[src/rtl/lsu_mem_master.sv]
// -----------------------------------------------------------------------------
// lsu_mem_master
// Load/store initiator between the RV32I execute stage and a word-wide data
// memory with a combinational read port and a synchronous write port. Each
// accepted request becomes one of three word-level operations:
//   - loads (LB/LH/LW/LBU/LHU): one word read, then lane extract and extend
//   - SW: one word write
//   - SB/SH: read-modify-write (word read, lane merge, word write)
// Misaligned, out-of-range and illegal-funct3 requests complete with rsp_err
// and never touch memory.
//
// Ports
//   clk, rst_n            clock (rising edge), asynchronous active-low reset
//   req_valid/req_ready   request handshake; ready only while idle
//   req_we                1 = store, 0 = load
//   req_funct3            RV32I funct3 of the load/store
//   req_addr, req_wdata   byte address and store data
//   rsp_valid             one-cycle completion pulse
//   rsp_rdata, rsp_err    load result / error flag, valid with rsp_valid
//   mem_rd_en, mem_wr_en  memory strobes (never both high)
//   mem_addr, mem_wdata   word-aligned address and write data
//   mem_rdata             combinational read data from memory
//
// All outputs come straight from flops: the combinational process computes the
// value each output will hold in the next state, and the state register
// captures it together with the state.
// -----------------------------------------------------------------------------
module lsu_mem_master #(
    parameter int unsigned MEM_WORDS = 256
) (
    input  logic        clk,
    input  logic        rst_n,
    input  logic        req_valid,
    output logic        req_ready,
    input  logic        req_we,
    input  logic [2:0]  req_funct3,
    input  logic [31:0] req_addr,
    input  logic [31:0] req_wdata,
    output logic        rsp_valid,
    output logic [31:0] rsp_rdata,
    output logic        rsp_err,
    output logic        mem_rd_en,
    output logic        mem_wr_en,
    output logic [31:0] mem_addr,
    output logic [31:0] mem_wdata,
    input  logic [31:0] mem_rdata
);

    localparam logic [31:0] ADDR_LIMIT = 32'(MEM_WORDS * 4);

    typedef enum logic [2:0] {
        ST_IDLE   = 3'd0,
        ST_LD     = 3'd1,
        ST_WR     = 3'd2,
        ST_RMW_RD = 3'd3,
        ST_RMW_WR = 3'd4,
        ST_RESP   = 3'd5
    } state_t;

    // Request legality: funct3 must exist for the direction, halves need
    // addr[0]=0, words need addr[1:0]=0, and the address must be in range.
    function automatic logic req_is_err(input logic we, input logic [2:0] f3,
                                        input logic [31:0] addr);
        logic bad;
        case (f3)
            3'b000:  bad = 1'b0;
            3'b001:  bad = addr[0];
            3'b010:  bad = (addr[1:0] != 2'b00);
            3'b100:  bad = we;
            3'b101:  bad = we | addr[0];
            default: bad = 1'b1;
        endcase
        return bad | (addr >= ADDR_LIMIT);
    endfunction

    // Pick the addressed byte/half out of a little-endian word and extend it.
    function automatic logic [31:0] load_extract(input logic [2:0] f3,
                                                 input logic [1:0] lane,
                                                 input logic [31:0] word);
        logic [31:0] sh;
        logic [31:0] res;
        sh = word >> {lane, 3'b000};
        case (f3)
            3'b000:  res = {{24{sh[7]}}, sh[7:0]};
            3'b001:  res = {{16{sh[15]}}, sh[15:0]};
            3'b100:  res = {24'h000000, sh[7:0]};
            3'b101:  res = {16'h0000, sh[15:0]};
            default: res = word;
        endcase
        return res;
    endfunction

    // Replace the addressed byte (SB) or half (SH) lane of the old word.
    function automatic logic [31:0] store_merge(input logic [2:0] f3,
                                                input logic [1:0] lane,
                                                input logic [31:0] old_word,
                                                input logic [31:0] data);
        logic [31:0] mask;
        logic [31:0] ins;
        case (f3)
            3'b000: begin
                mask = 32'h0000_00FF << {lane, 3'b000};
                ins  = data << {lane, 3'b000};
            end
            3'b001: begin
                mask = 32'h0000_FFFF << {lane[1], 4'b0000};
                ins  = data << {lane[1], 4'b0000};
            end
            default: begin
                mask = 32'hFFFF_FFFF;
                ins  = data;
            end
        endcase
        return (old_word & ~mask) | (ins & mask);
    endfunction

    state_t      state_r, state_s;
    logic        req_we_r;
    logic [2:0]  req_funct3_r;
    logic [31:0] req_addr_r;
    logic [31:0] req_wdata_r;
    logic        accept_s;
    logic        req_ready_r, req_ready_s;
    logic        rsp_valid_r, rsp_valid_s;
    logic [31:0] rsp_rdata_r, rsp_rdata_s;
    logic        rsp_err_r, rsp_err_s;
    logic        mem_rd_en_r, mem_rd_en_s;
    logic        mem_wr_en_r, mem_wr_en_s;
    logic [31:0] mem_addr_r, mem_addr_s;
    logic [31:0] mem_wdata_r, mem_wdata_s;

    // Next state and next-cycle output values.
    always_comb begin
        state_s     = state_r;
        accept_s    = 1'b0;
        rsp_valid_s = 1'b0;
        rsp_rdata_s = 32'h0000_0000;
        rsp_err_s   = 1'b0;
        mem_rd_en_s = 1'b0;
        mem_wr_en_s = 1'b0;
        mem_addr_s  = 32'h0000_0000;
        mem_wdata_s = 32'h0000_0000;
        case (state_r)
            ST_IDLE: begin
                if (req_valid) begin
                    accept_s = 1'b1;
                    if (req_is_err(req_we, req_funct3, req_addr)) begin
                        state_s     = ST_RESP;
                        rsp_valid_s = 1'b1;
                        rsp_err_s   = 1'b1;
                    end else if (!req_we) begin
                        state_s     = ST_LD;
                        mem_rd_en_s = 1'b1;
                        mem_addr_s  = {req_addr[31:2], 2'b00};
                    end else if (req_funct3 == 3'b010) begin
                        state_s     = ST_WR;
                        mem_wr_en_s = 1'b1;
                        mem_addr_s  = {req_addr[31:2], 2'b00};
                        mem_wdata_s = req_wdata;
                    end else begin
                        state_s     = ST_RMW_RD;
                        mem_rd_en_s = 1'b1;
                        mem_addr_s  = {req_addr[31:2], 2'b00};
                    end
                end else begin
                    state_s = ST_IDLE;
                end
            end
            ST_LD: begin
                // mem_rdata is valid now since mem_addr is already presented.
                state_s     = ST_RESP;
                rsp_valid_s = 1'b1;
                rsp_rdata_s = load_extract(req_funct3_r, req_addr_r[1:0], mem_rdata);
            end
            ST_WR: begin
                state_s     = ST_RESP;
                rsp_valid_s = 1'b1;
            end
            ST_RMW_RD: begin
                state_s     = ST_RMW_WR;
                mem_wr_en_s = 1'b1;
                mem_addr_s  = {req_addr_r[31:2], 2'b00};
                mem_wdata_s = store_merge(req_funct3_r, req_addr_r[1:0], mem_rdata, req_wdata_r);
            end
            ST_RMW_WR: begin
                state_s     = ST_RESP;
                rsp_valid_s = 1'b1;
            end
            ST_RESP: begin
                state_s = ST_IDLE;
            end
            default: begin
                state_s = ST_IDLE;
            end
        endcase
        req_ready_s = (state_s == ST_IDLE);
    end

    // State and registered outputs.
    always_ff @(posedge clk or negedge rst_n) begin
        if (!rst_n) begin
            state_r     <= ST_IDLE;
            req_ready_r <= 1'b1;
            rsp_valid_r <= 1'b0;
            rsp_rdata_r <= 32'h0000_0000;
            rsp_err_r   <= 1'b0;
            mem_rd_en_r <= 1'b0;
            mem_wr_en_r <= 1'b0;
            mem_addr_r  <= 32'h0000_0000;
            mem_wdata_r <= 32'h0000_0000;
        end else begin
            state_r     <= state_s;
            req_ready_r <= req_ready_s;
            rsp_valid_r <= rsp_valid_s;
            rsp_rdata_r <= rsp_rdata_s;
            rsp_err_r   <= rsp_err_s;
            mem_rd_en_r <= mem_rd_en_s;
            mem_wr_en_r <= mem_wr_en_s;
            mem_addr_r  <= mem_addr_s;
            mem_wdata_r <= mem_wdata_s;
        end
    end

    // Request capture at accept; inputs are free to change afterwards.
    always_ff @(posedge clk or negedge rst_n) begin
        if (!rst_n) begin
            req_we_r     <= 1'b0;
            req_funct3_r <= 3'b000;
            req_addr_r   <= 32'h0000_0000;
            req_wdata_r  <= 32'h0000_0000;
        end else if (accept_s) begin
            req_we_r     <= req_we;
            req_funct3_r <= req_funct3;
            req_addr_r   <= req_addr;
            req_wdata_r  <= req_wdata;
        end else begin
            req_we_r     <= req_we_r;
            req_funct3_r <= req_funct3_r;
            req_addr_r   <= req_addr_r;
            req_wdata_r  <= req_wdata_r;
        end
    end

    assign req_ready = req_ready_r;
    assign rsp_valid = rsp_valid_r;
    assign rsp_rdata = rsp_rdata_r;
    assign rsp_err   = rsp_err_r;
    assign mem_rd_en = mem_rd_en_r;
    assign mem_wr_en = mem_wr_en_r;
    assign mem_addr  = mem_addr_r;
    assign mem_wdata = mem_wdata_r;

endmodule

[config.mk]
export PLATFORM = sky130hd
export DESIGN_NAME = lsu_mem_master
export DESIGN_NICKNAME = d
export VERILOG_FILES = /design/src/rtl/lsu_mem_master.sv
export SDC_FILE = /design/constraint.sdc
export NUM_CORES = 1
export LEC_CHECK = 0
export BUFFER_PORTS_ARGS = -buffer_cell sky130_fd_sc_hd__buf_2
export CORE_MARGIN = 2
export CORE_UTILIZATION = 45
export DETAILED_ROUTE_END_ITERATION = 10
export HOLD_SLACK_MARGIN = 0.1
export PLACE_DENSITY = 0.7
export SETUP_SLACK_MARGIN = 0.3
export SLEW_MARGIN = 10
export SYNTH_ARGS = -nofsm -noshare
export SYNTH_HDL_FRONTEND = slang
export SYNTH_SLANG_ARGS = --single-unit
[constraint.sdc]
create_clock -name clk -period 1.97 [get_ports clk]
set_input_delay 0.197 -clock clk [delete_from_list [all_inputs] [get_ports clk]]
set_output_delay 0.197 -clock clk [all_outputs]
set_load 0.005 [all_outputs]
==> results of run 1 <==
-- flip-flops by register name (all words and copies together) (netlist names) --
signal,cells
mem_wdata,32
req_addr_r,32
req_wdata_r,32
rsp_rdata,32
mem_addr,30
req_funct3_r,3
state_r,3
mem_rd_en,1
mem_wr_en,1
req_ready,1
rsp_err,1
rsp_valid,1
-- how the worst max path moves through the flow --
| stage | from | end | cells past startpoint |
|---|---|---|---|
| 2_1_floorplan | req_funct3_r[2] | rsp_rdata[21] | 6 |
| 3_3_place_gp | req_addr_r[0] | rsp_rdata[21] | 5 |
| 6_report | mem_rdata[31] | rsp_rdata[25] | 7 |
| 5_1_grt | req_addr_r[0] | rsp_rdata[11] | 6 |
| 3_5_place_dp | req_addr_r[0] | rsp_rdata[17] | 5 |
| 4_1_cts | req_addr_r[0] | mem_wdata[17] | 5 |
-- critical path, cell delays in order --
cell and delay (ns):
sky130_fd_sc_hd__dlygate4sd3_1 0.55, sky130_fd_sc_hd__buf_2 0.16, sky130_fd_sc_hd__mux4_2 0.49, sky130_fd_sc_hd__nand2b_1 0.18, sky130_fd_sc_hd__a211oi_4 0.10, sky130_fd_sc_hd__buf_12 0.17
sky130_fd_sc_hd__a21o_1 0.15
-- area by class of cell --
class                   count  area (sq um)
repair buffers            342          2421
multi-input cells         510          3057
fillers                  1348          5762
inverters                   9         33.78
well taps                 220         275.3
clock inverters            10         122.6
clock buffers              20         446.7
flip-flops and latches    169          4230
-- metrics by stage --
step                      cells  hold slack [ns]  instance area [sq um]
after floorplan             746         -0.09859                   7453
after global placement     1144           0.1206                   8772
after detailed placement   1144           0.1166                   8772
after CTS                  1277           0.1703                  10420
after global routing       1280           0.2101                  10590
final                      1280           0.1955                  10590
-- cells in the mapped netlist (all sizes together), types with 7 or more instances --
cell and number:
and2 29, clkbuf 32, a32o 8, and3 11, o21ai 33, nor2 29, or3 8, a221oi 9
o221ai 17, dfrtp 168, o21a 9, a21oi 18, buf 26, nand2 207, a21o 17, a211oi 9
mux2i 23, o221a 7, nor2b 12, nor3 18, o22ai 16, inv 9
-- cell families (layout without fill, tap and decap cells) --
| logic type | count (synthesis) | after routing | synth area share |
|---|---|---|---|
| other cells | 1 | 2 | 0.0005039 |
| buf+inv | 67 | 381 | 0.04287 |
| flops | 169 | 169 | 0.5684 |
| compound gates | 149 | 149 | 0.1491 |
| simple gates | 333 | 333 | 0.2024 |
| xor+xnor | 1 | 1 | 0.001177 |
| mux | 25 | 25 | 0.03547 |
-- layer usage --
metal,vias to the layer above,global-route usage,routed length [um]
li1,3164,-,-
met1,3288,0.3246,9351
met2,298,0.4188,10930
met3,40,0.07510,1651
met4,0,0.08961,523
met5,-,0,0
-- timing repair --
action | 4_1_cts | 5_1_grt
hold endpoints to repair | 309 | 0
cloned | 0 | 1
pin swaps | 1 | 2
setup endpoints to repair | 74 | 66
gates resized for setup | 10 | 30
buffers inserted | 1 | 2
hold buffers | 102 | 0
-- power groups by stage --
| stage | combinational [mW] | sequential, mW | clock [mW] |
|---|---|---|---|
| floorplan | 2.53 | 4.81 | 0 |
| global placement | 3.71 | 4.99 | 0 |
| detailed placement | 3.80 | 5.02 | 0 |
| CTS | 4.06 | 4.97 | 3.30 |
| global route | 4.75 | 5.08 | 3.46 |
| finish | 4.32 | 5.00 | 3.25 |
==> flow_summary.yaml, run 1 <==
power:
  post-layout-total-power_mw: 12.57
  swShare: 0.3591
  clkPwrFrac: 0.259
  power_frac_seq: 0.397
  p_per_area_mw_per_mm2: 1188
  p_int_mw: 8.057
  total_leakage_power_nw: 5.585
  switching_power_mw: 4.515
  max-vdd-ir-drop_v: 0.0008708
  pwr-share-comb: 0.344
detailed_routing:
  drc: 0
  route.vias.total: 6790
  routed_wire_length_per_instance_um: 17.55
  detail_route_antenna_nets: 0
  starting_drc_count_in_detailed_routing: 519
  detail_route.first_pass.iterations: 5
  wirelength_mm: 22.46
  post_drt_via_cell_ratio: 5.305
critical_path:
  regToRegStartpoint: "req_addr_r[0]"
  critical_path_startpoint_category: "input port"
  crit_required_ns: 2.28
  reg2reg_to: "rsp_rdata[25]"
  critical_path_arrival_ns: 2.00
  r2r_cells: 5
  timing.critical_path.fanout_max: 16
  criticalPathCategory: "in2reg"
  worst_setup_path_end_kind: "flip-flop"
  worst-r2r-setup-slack_ns: 0.31
grt:
  number_of_antenna_violations_at_the_first_check_in_global_routing: 0
  grt_first_pass_wirelength_mm: 35.33
  maximum_number_of_pins_on_one_net_before_global_route_repair: 66
  via_count_of_the_first_global_routing_pass: 6737
  grt_overflow_total: 0
  track_usage: 0.2555
clock_network:
  worst_path_clk_slew_ns: 0.06
  root_buffer: "sky130_fd_sc_hd__clkbuf_16"
  tritoncts: "done"
  source_to_sink_clock_delay_at_the_later_pin_of_the_worst_skew_pair_ns: 0.43
  clk_path_buf_depth: 2
  clkSinkCount: 169
  numCtsBuffers: 17
  h_tree_lvl_count: 4
min_path:
  hold_path_class: "in2reg"
  min_delay_worst_endpoint: "mem_rd_en"
  hold-path-cell-count: 3
  worstHoldStart: "req_funct3[1]"
synthesis:
  area_share_of_the_largest_cell_type_after_synthesis: 0.5649
  synth_edf_count: 0
  syn_avg_cell_area_sq_um: 9.989
  post_synth_inst_count: 745
  synth_top_area_cell: "sky130_fd_sc_hd__dfrtp_1"
  synthesis.yosys.warnings: 0
  synth-async-reset-ratio: 1.000
  synthFlopType: "sky130_fd_sc_hd__dfrtp_1"
  synth_top_cells_by_area: "sky130_fd_sc_hd__dfrtp_1 (56%), sky130_fd_sc_hd__nand2_1 (10%), sky130_fd_sc_hd__mux2i_1 (3.1%)"
  synth_cell_type_count: 53
  synth.yosys.seq_area_share: 0.5684
  synthesis_stage_register_bit_count: 169
  synth_area_sq_mm: 0.007442
final_layout:
  final_layout_size_suffix_gt1_frac: 0.3094
  syn2layout_area_growth_pct: 42.25
  nNetsFinal: 1152
  final_cell_mix: "sky130_fd_sc_hd__nand2_1 (205), sky130_fd_sc_hd__buf_2 (200), sky130_fd_sc_hd__dfrtp_1 (168)"
  antenna-diode-count: 0
  postLayoutCoreUtil: 0.6476
  most_common_cell_after_layout_fill_and_taps_aside: "sky130_fd_sc_hd__nand2_1"
die:
  die_y_um: 132.6
  fp-row-count: 47
  fp.dieW_um: 132.6
  initial_utilization: 0.4552
  ios: 204
  area_of_the_placeable_core_sq_mm: 0.01635
  design.die.area_sq_mm: 0.01758
placed_design:
  detailedPlace.worstSlack_ns: -0.05669
  gp_congestion: 0.9043
  port_buffers: 201
  dp.final_hpwl_mm: 14.79
timing:
  finalCritPeriodShare: 0.8542
  hold_violations: 0
  postLayoutSetupSlackWorst_ns: 0.2873
  fin_crit_ns: 1.683
  timing.clock.skew_ns: 0.01424
  slew_violations: 0
  grt_setup_unrepaired: "yes"
  setup_viol: 0
  setup-tns-final_ns: 0
  fmax_ghz: 0.5943
flow_run:
  max-cap-violations: 0
status:
  status: "complete, no violations"
Note: power is estimated with default switching activity, not from simulation.
==> run 2, diff against run 1 <==
CTS_BUF_LIST = sky130_fd_sc_hd__clkbuf_8   (was default)
==> run 2 against run 1 <==
  * Die area unchanged
  * Design area down 1.6%
  * Combinational power up 1%
  * Cell count up 0.16%
  * Sequential power about the same
  * Maximum frequency up 0.12%
  * Critical path depth down 2
  * Via count down 0.77%
  * Register-to-register slack worse by 0.02 ns
  * Critical path type is now reg2reg
  * Largest power group unchanged
==> flow_summary.yaml, run 2 (synthesized netlist as in run 1, its figures left out) <==
power:
  pwr-share-comb: 0.372
  p_per_area_mw_per_mm2: 1128
  swShare: 0.3745
  clkPwrFrac: 0.203
  max-vdd-ir-drop_v: 0.0005459
  post-layout-total-power_mw: 11.75
  power_frac_seq: 0.424
  p_int_mw: 7.352
  switching_power_mw: 4.401
  total_leakage_power_nw: 5.515
final_layout:
  fillerInstances: 1377
  final_cell_mix: "sky130_fd_sc_hd__nand2_1 (205), sky130_fd_sc_hd__buf_2 (200), sky130_fd_sc_hd__dfrtp_1 (167)"
  design_area_sq_mm: 0.01042
  nNetsFinal: 1154
  final_layout_size_suffix_gt1_frac: 0.3136
  syn2layout_area_growth_pct: 40.00
  most_common_cell_after_layout_fill_and_taps_aside: "sky130_fd_sc_hd__nand2_1"
  antenna-diode-count: 0
clock_network:
  worst_path_clk_slew_ns: 0.09
  root_buffer: "sky130_fd_sc_hd__clkbuf_8"
  source_to_sink_clock_delay_at_the_later_pin_of_the_worst_skew_pair_ns: 0.46
  tritoncts: "done"
  clkSinkCount: 169
  clk_path_buf_depth: 2
  numCtsBuffers: 17
  h_tree_lvl_count: 4
timing:
  fin_crit_ns: 1.681
  finalCritPeriodShare: 0.8532
  slew_violations: 0
  slew-limit-headroom: 0.6535
  worst-slew-pin-transition_ns: 0.5178
  hold_violations: 0
  worst_hold_slack_ns: 0.1656
  timing.clock.skew_ns: 0.01395
  grt_setup_unrepaired: "yes"
  fmax_ghz: 0.5950
  postLayoutSetupSlackWorst_ns: 0.2893
  setup_viol: 0
  setup-tns-final_ns: 0
die:
  fp.dieW_um: 132.6
  design.die.area_sq_mm: 0.01758
  area_of_the_placeable_core_sq_mm: 0.01635
  ios: 204
  fp-row-count: 47
  die_y_um: 132.6
  initial_utilization: 0.4552
placed_design:
  port_buffers: 201
  dp.final_hpwl_mm: 14.79
  gp_congestion: 0.9043
  detailedPlace.worstSlack_ns: -0.05669
  dpl_cell_area_sq_mm: 0.008772
min_path:
  hold_path_class: "in2reg"
  hold-path-cell-count: 3
  min_delay_worst_endpoint: "mem_rd_en"
  worstHoldStart: "req_funct3[1]"
detailed_routing:
  detail_route.first_pass.iterations: 6
  starting_drc_count_in_detailed_routing: 444
  route.vias.total: 6738
  post_drt_via_cell_ratio: 5.256
  detail_route_antenna_nets: 0
  routed_wire_length_per_instance_um: 17.40
  drc: 0
  wirelength_mm: 22.31
flow_run:
  max-cap-violations: 0
grt:
  maximum_number_of_pins_on_one_net_before_global_route_repair: 66
  grt_first_pass_wirelength_mm: 34.70
  grt_overflow_total: 0
  number_of_antenna_violations_at_the_first_check_in_global_routing: 0
  track_usage: 0.2505
  via_count_of_the_first_global_routing_pass: 6713
critical_path:
  worstPathCellList: "buf_4 > o21a_2 > nor3_1 > or3_1 > o21ai_2"
  critical_path_startpoint_category: "flip-flop"
  reg2reg_to: "mem_wdata[24]"
  timing.critical_path.max_delay_family: "simple AND/OR/NAND/NOR gates"
  criticalPathCategory: "reg2reg"
  timing.critical_path.slowest_cell_delay_ns: 0.48
  timing.critical_path.fanout_max: 19
  worst_setup_path_end_kind: "flip-flop"
  crit_required_ns: 2.35
  worst_path_max_delay_cell: "sky130_fd_sc_hd__dfrtp_1"
  r2r_cells: 5
  worst-r2r-setup-slack_ns: 0.29
  worstPathBufferInverterCount: 1
  critical_path_arrival_ns: 2.06
  regToRegStartpoint: "req_funct3_r[0]"
status:
  status: "complete, no violations"
run 2: cell types whose count changed in the layout (fill, tap and decap cells not counted), moves of 2 or more:
cell	before	now
sky130_fd_sc_hd__clkbuf_1	2	0
sky130_fd_sc_hd__clkbuf_16	18	1
sky130_fd_sc_hd__clkbuf_8	1	18
sky130_fd_sc_hd__inv_1	9	11
sky130_fd_sc_hd__nor2_2	0	2
run 2: through the flow:
step	utilization	instances
after floorplan	-	746
after detailed placement	0.5366	1144
after global placement	0.5366	1144
after CTS	0.6261	1277
after global routing	0.6373	1282
final	0.6373	1282
run 2: tightest hold or removal path: stages:
cell,delay [ns]
sky130_fd_sc_hd__buf_2,0.11
sky130_fd_sc_hd__nand3_1,0.11
sky130_fd_sc_hd__and3_1,0.16
run 2: cell type report:
class,count,area (sq um),share of cell area
Clock inverter,12,130.1,0.01249
Multi-Input combinational cell,510,3060,0.2937
Clock buffer,18,247.7,0.02378
Sequential cell,169,4232,0.4062
Inverter,9,33.78,0.003242
Tap cell,220,275.3,0.02642
Timing Repair Buffer,344,2440,0.2342
run 2: worst max path at each step:
stage,end,cells past startpoint,start,slack [ns]
2_1_floorplan,rsp_rdata[21],6,req_funct3_r[2],0.28
3_3_place_gp,rsp_rdata[21],5,req_addr_r[0],0.02
3_5_place_dp,rsp_rdata[17],5,req_addr_r[0],-0.06
4_1_cts,mem_wdata[17],5,req_addr_r[0],0.22
5_1_grt,mem_wdata[24],5,req_funct3_r[0],0.26
6_report,mem_wdata[24],5,req_funct3_r[0],0.29
run 2: repair_timing:
item	4_1_cts	5_1_grt
setup endpoints to repair	75	68
buffers inserted	1	4
pin swaps	1	2
hold buffers	102	0
gates cloned	0	1
endpoints found under the hold margin	310	0
resized for setup	10	32
run 2: metal layers:
layer  track usage  wire [um]  vias to the layer above
met1        0.3166       9282                     3252
met4       0.08602        488                        0
met2        0.4119      10810                      273
li1              -          -                     3169
met5             0          0                        -
met3       0.07548       1719                       44
run 2: power groups by stage:
| stage | clock network (mW) | logic (mW) | registers (mW) |
|---|---|---|---|
| after floorplan | 0 | 2.53 | 4.81 |
| after global placement | 0 | 3.71 | 4.99 |
| after detailed placement | 0 | 3.80 | 5.02 |
| after CTS | 2.44 | 4.06 | 4.96 |
| after global routing | 2.58 | 4.80 | 5.07 |
| final | 2.39 | 4.38 | 4.99 |
